`config.mk`:
```
export PLATFORM = sky130hd
export DESIGN_NAME = mem_responder
export DESIGN_NICKNAME = d
export VERILOG_FILES = /design/src/rtl/mem_responder_pkg.sv /design/src/rtl/mem_responder.sv
export SDC_FILE = /design/constraint.sdc
export NUM_CORES = 1
export LEC_CHECK = 0
export CORE_MARGIN = 1
export CORE_UTILIZATION = 41
export DETAILED_ROUTE_END_ITERATION = 8
export PLACE_DENSITY = 0.78
export SLEW_MARGIN = 10
export SYNTH_ARGS = -nofsm -noshare
export SYNTH_HDL_FRONTEND = slang
export SYNTH_SLANG_ARGS = --single-unit
```
`constraint.sdc`:
```
create_clock -name clk -period 1.8 [get_ports clk]
set_input_delay 0.54 -clock clk [delete_from_list [all_inputs] [get_ports clk]]
set_output_delay 0.54 -clock clk [all_outputs]
set_load 0.02 [all_outputs]
```
`src/rtl/mem_responder_pkg.sv`:
```
// mem_responder_pkg: shared memory-interface widths, responder states and address helper
package mem_responder_pkg;
  localparam int ADDR_W = 20;
  localparam int DATA_W = 16;
  typedef enum logic [2:0] {IDLE, ACC, ACC2, HOLD, DRAIN} state_t;
  function automatic logic [ADDR_W-1:0] next_addr(input logic [ADDR_W-1:0] a);
    return a + ADDR_W'(1);
  endfunction
endpackage

```
`src/rtl/mem_responder.sv`:
```
// mem_responder: answers core read/write/fetch requests with cack/busy/ready and performs them as 16-bit backend req/ack words
module mem_responder
  import mem_responder_pkg::*;
(
  input  logic                clk,
  input  logic                rst,
  input  logic [ADDR_W-1:0]   cpu_addr,
  input  logic [DATA_W-1:0]   cpu_wdata,
  input  logic                cpu_read,
  input  logic                cpu_write,
  input  logic                cpu_instr,
  input  logic                cpu_read_done,
  output logic [DATA_W-1:0]   cpu_rdata,
  output logic [2*DATA_W-1:0] cpu_instr_data,
  output logic                mem_cack,
  output logic                mem_busy,
  output logic                mem_ready,
  output logic                b_req,
  output logic                b_we,
  output logic [ADDR_W-1:0]   b_addr,
  output logic [DATA_W-1:0]   b_wdata,
  input  logic [DATA_W-1:0]   b_rdata,
  input  logic                b_ack
);
  state_t state;
  logic instr;
  logic [DATA_W-1:0] lo;
  logic no_req;
  always_comb no_req = !cpu_read && !cpu_write;
  always_ff @(posedge clk) begin
    if (!rst) begin
      state <= IDLE;
      instr <= 1'b0;
      lo <= '0;
      cpu_rdata <= '0;
      cpu_instr_data <= '0;
      mem_cack <= 1'b0;
      mem_busy <= 1'b0;
      mem_ready <= 1'b0;
      b_req <= 1'b0;
      b_we <= 1'b0;
      b_addr <= '0;
      b_wdata <= '0;
    end else begin
      mem_cack <= 1'b0;
      case (state)
        IDLE:
          if (!no_req) begin
            state <= ACC;
            mem_cack <= 1'b1;
            mem_busy <= 1'b1;
            b_req <= 1'b1;
            b_we <= cpu_write;
            b_addr <= cpu_addr;
            instr <= !cpu_write && cpu_instr;
            if (cpu_write) b_wdata <= cpu_wdata;
          end
        ACC, ACC2:
          // a dropped request lets the in-flight word finish without publishing a result
          if (no_req) begin
            state <= b_ack ? IDLE : DRAIN;
            b_req <= !b_ack;
            mem_busy <= !b_ack;
          end else if (b_ack) begin
            if (state == ACC && instr) begin
              state <= ACC2;
              lo <= b_rdata;
              b_addr <= next_addr(b_addr);
            end else begin
              state <= HOLD;
              b_req <= 1'b0;
              mem_busy <= 1'b0;
              mem_ready <= 1'b1;
              if (state == ACC2) cpu_instr_data <= {b_rdata, lo};
              else if (!b_we) cpu_rdata <= b_rdata;
            end
          end
        HOLD:
          if (cpu_read_done || no_req) begin
            state <= IDLE;
            mem_ready <= 1'b0;
          end
        DRAIN:
          if (b_ack) begin
            state <= IDLE;
            b_req <= 1'b0;
            mem_busy <= 1'b0;
          end
        default: state <= IDLE;
      endcase
    end
  end
endmodule

```
# Word level (Yosys, flattened, before mapping)
# Index checks and enable logic that the tools add are counted.
dict set report word_totals {
  inputBits 59
  out_inout_bits 89
  ff_bits 108
}
dict set report classes {
  bitwise 4
  n_reduce_logical 22
  n_addsub 1
  n_mux 25
  eq_ne 13
}
# operator count
set ops {}
lappend ops {{20-bit two-way mux} 4}
lappend ops {{20-bit one-hot mux with 2 select lines} 1}
lappend ops {{20-bit by 1-bit adder with 20-bit output, second input constant} 1}
lappend ops {{5-bit AND reduction} 4}
lappend ops {{3-bit two-way mux} 6}
lappend ops {{2-bit inequality test, second input constant} 7}
lappend ops {{3-bit one-hot mux with 4 select lines} 1}
lappend ops {{1-bit two-way mux} 11}
lappend ops {{4-bit AND reduction} 2}
lappend ops {{3-bit by 2-bit equality test with 1-bit output, second input constant} 2}
lappend ops {{3-bit inequality test, second input constant} 2}
lappend ops {{6-bit AND reduction} 1}
lappend ops {{1-bit NOT} 4}
lappend ops {{2-bit AND reduction} 2}
lappend ops {{2-bit nonzero test} 2}
lappend ops {{3-bit by 1-bit equality test with 1-bit output, second input constant} 1}
lappend ops {{3-bit equality test, second input constant} 1}
lappend ops {{1-bit logical AND} 3}
lappend ops {{1-bit logical NOT} 3}
lappend ops {{3-bit logical NOT} 1}
lappend ops {{1-bit one-hot mux with 3 select lines} 1}
lappend ops {{3-bit AND reduction} 1}
lappend ops {{3-bit nonzero test} 1}
lappend ops {{1-bit one-hot mux with 2 select lines} 1}
lappend ops {{2 further kinds} 2}

# Logic depth before layout (Yosys ltp)
dict set report logic_depth {
  depth_word 6
  ltp_mapped 8
  ltp_nobuf 6
}

# Worst setup path after synthesis
# Ideal clock, no wire load.
dict set report synth_timing {
  path_type {reg-to-reg}
  start {reg b_addr[0]}
  end {reg b_addr[16]}
  arrival_time_ns 1.876
  path_stages_with_launch 7
  slack_ns -0.196
  setup_ns 0.120
  path_buffers 0
  cell_sequence {dfxtp_1 ha_1 nand4_1 nor4_1 nand3_1 and3_1 o31a_1}
}
dict set report synth_via {
  elab_chain_len 5
}
# element line_no
set synth_lines {}
lappend synth_lines {{start: declaration} mem_responder.sv:20} ;# output logic [ADDR_W-1:0] b_addr,
lappend synth_lines {{start signal: assignment} mem_responder.sv:54} ;# b_addr <= cpu_addr;
lappend synth_lines {{start signal: assignment} mem_responder.sv:68} ;# b_addr <= next_addr(b_addr);
lappend synth_lines {{20-bit by 1-bit adder with 20-bit output} mem_responder_pkg.sv:7} ;# return a + ADDR_W'(1);
lappend synth_lines {{20-bit two-way mux} mem_responder.sv:65} ;# if (state == ACC && instr) begin
lappend synth_lines {{20-bit two-way mux} mem_responder.sv:64} ;# end else if (b_ack) begin
lappend synth_lines {{20-bit two-way mux} mem_responder.sv:60} ;# if (no_req) begin
lappend synth_lines {{20-bit one-hot mux with 2 select lines} mem_responder.sv:46} ;# case (state)
# Every way passes these cells. The select of a mux whose other input is x is not followed.
# A chain may end at the register's enable or synchronous reset.

# Worst setup path after layout
dict set report layout_timing {
  start {reg b_addr[1]}
  end {reg b_addr[17]}
}
# The elaborated chain is that of the path after synthesis.

==> out/qor.yml <==
detailed_routing:
  drtIter0Drc: 388
  dr_total_vias: 4841
  drc: 0
  ant_nets: 0
  dr.pass1.iters: 5
  drt-vias-per-instance: 5.37
  finalWirelength_um: 13100
  avgRoutedWirePerCell_um: 14.6
finish:
  mostFrequentLayoutCells: "nand2_1, a21oi_1, dfxtp_1"
  drive_above_1_share: 0.135
  nets: 820
  fin_area_um2: 6680
  fill_cells: 906
  layout_commonest_cell: "nand2_1"
  areaGrowthSynthToFinish_pct: 48.1
  antennaDiodeCount: 0
  fin_util: 0.636
cts:
  h-tree-depth: 3
  cts-hold-fix-buffers: 0
  cts_buffers: 9
  clk_path_buf_depth: 2
  root_buffer: "clkbuf_8"
  cts.clk_slew.worst_paths_ps: 120
  numClockSinks: 108
  cts_tree: "done"
  insertion_delay_ps: 380
setup_path:
  end_kind: "flip-flop"
  crit_path_frequent_cell: "nand4_1"
  required_ps: 2100
  cpPeakStageDelay_ps: 380
  path_max_fanout: 5
  critPathSlowestCell: "nor4_4"
  path_class: "flip-flop to flip-flop"
  arrival_ps: 2070
  crit_chain: "buf_4 -> nand4_1 -> nor4_4 -> nand4_1 -> or3_1 -> a31oi_1"
  startpoint_type: "flip-flop"
power:
  power_switching_mw: 2.07
  powerDensity_nw_per_um2: 924
  pwr-share-seq: 0.445
  peakVddDrop_uv: 666
  internal-power_mw: 4.11
  clkPwrFrac: 0.260
  switching_share: 0.334
  leakage_nw: 2.82
  pwr-share-comb: 0.295
floorplanning:
  die_h_um: 107
  coreArea_um2: 10500
  die_area_um2: 11400
  start_util: 0.429
  die_width_um: 107
  num_rows: 37
  ios: 148
yosys:
  synthesis.nets: 646
  async_flop_share: 0
  syn_inst: 586
  mappedNetlistArea_um2: 4510
  synth_largest_area_cell: "dfxtp_1"
  synth_edf_count: 0
  synth_top_area_frac: 0.479
  synth_seq_cells: 108
  yosysUniqueCellTypes: 52
  ys_warn_count: 0
  syn_area_per_cell_um2: 7.70
  dominantRegCellSynth: "dfxtp_1"
  synthTopCellsByArea: "dfxtp_1, nand2_1, a21oi_1"
  seq_area_frac_synth: 0.479
timing:
  final.min_clock_period_ps: 1770
  final_max_slew_viol_count: 0
  slew_headroom: 0.728
  hold_ws_ps: 452
  finalCritPeriodShare: 0.983
  rsz0062_at_grt: "true"
  setup_viol: 0
  max_freq_mhz: 565
  tightest_slew_ps: 398
  hold_viol: 0
  fin_ws_ps: 30.9
  finalClockSkew_ps: 21.5
placement:
  gp_congestion: 0.889
  port_buffers: 147
  place_ws_ps: -591
  hpwlAfterDp_um: 9510
  dpl_cell_area_um2: 6440
grt:
  overflow: 0
  grt_max_degree: 34
  grt_pass1_wl_um: 21300
  grtUsageMet3: 0.0450
  grt_util_met1: 0.304
  grt_pass1_vias: 4459
  antenna_found_initial: 0
  grt_use_met2: 0.378
  groute.usage.overall: 0.232
  grt_busiest_layer: "met2"
min_path:
  min_path_type: "flip-flop to flip-flop"
flow_run:
  drv_cap: 0
outcome:
  status: "complete, no violations"
==> final cells by class <==
cell class,instances,area (µm²),share of cell area
Clock buffer,9,124,0.0185
Clock inverter,7,100,0.0150
Inverter,4,15.0,0.00225
Multi-Input combinational cell,431,2190,0.327
Sequential cell,108,2190,0.327
Tap cell,136,170,0.0255
Timing Repair Buffer,206,1900,0.285
==> final timing paths <==
check                 start                end  slack, ps  cells past startpoint
hold reg to reg       lo[7]  cpu_instr_data[7]        450                      2
setup / recovery  b_addr[1]         b_addr[17]         30                      6
setup reg to reg  b_addr[1]         b_addr[17]         30                      6
hold / removal        lo[7]  cpu_instr_data[7]        450                      2
==> registers in the layout, indices dropped and copies added (netlist names) <==
register	cells
b_wdata	16
b_we	1
mem_ready	1
instr	1
mem_cack	1
lo	16
b_addr	20
b_req	1
cpu_instr_data	32
cpu_rdata	16
state	3
==> synth_stat cells, types with 2 or more instances <==
library cell and number:
a31oi_1 5, nor2_1 20, nor3_1 9, and2_1 2, buf_1 4, nor4_2 2, or2_2 2, dfxtp_1 108
a311oi_1 2, nand4_1 5, a211oi_1 4, nand2_1 186, a21boi_0 4, mux2i_1 3, a21oi_1 95, o31a_1 2
clkbuf_1 32, and3_1 5, a22oi_1 5, o221a_2 2, nand2b_1 3, nand3_1 18, o22ai_1 3, o21ai_0 19
buf_2 5, or3_1 7, nand3b_1 4, o31ai_1 2, a21o_1 2, inv_1 4
==> per-stage QoR <==
| stage | total power [mW] | setup TNS (ps) | instances |
|---|---|---|---|
| after floorplan | 3.74 | 0 | 586 |
| after global placement | 4.60 | -34680 | 876 |
| after detailed placement | 4.65 | -37390 | 876 |
| after CTS | 6.16 | -5.99 | 893 |
| after global routing | 6.50 | -162 | 901 |
| final | 6.18 | 0 | 901 |
==> worst max-delay path: cells and delay by family, from the launching register on <==
family | cells | cell delay [ps]
AOI/OAI and AO/OA | 1 | 160
buffers and inverters | 1 | 130
DFF | 1 | 340
and+or+nand+nor | 4 | 1060
==> per-layer routing <==
| metal | wire length [µm] | share of wire |
|---|---|---|
| met5 | 0 | 0 |
| met4 | 348 | 0.026 |
| met3 | 963 | 0.073 |
| met2 | 6170 | 0.47 |
| met1 | 5660 | 0.43 |
==> power by group through the flow <==
| stage | clock network, mW | logic [mW] | registers, mW |
|---|---|---|---|
| floorplan | 0 | 0.759 | 2.98 |
| global placement | 0 | 1.81 | 2.79 |
| detailed placement | 0 | 1.86 | 2.79 |
| CTS | 1.64 | 1.79 | 2.73 |
| global route | 1.75 | 1.98 | 2.77 |
| finish | 1.61 | 1.83 | 2.75 |
==> repair_timing <==
item,in CTS,in global routing
resized for setup,94,15
hold endpoints to repair,0,0
setup buffers,0,8
setup endpoints to repair,173,18
gates cloned,1,0
pin swaps,4,8
==> logic make-up after synthesis <==
kind of cell	after synthesis	synth area share
AOI/OAI and AO/OA	155	0.204
xor gates and xnor gates	1	0.00194
adders and majority gates	1	0.00277
buffers and inverters	47	0.0430
DFF	108	0.479
muxes	4	0.00915
and+or+nand+nor	270	0.260
Power figures use the tool's default switching activity.
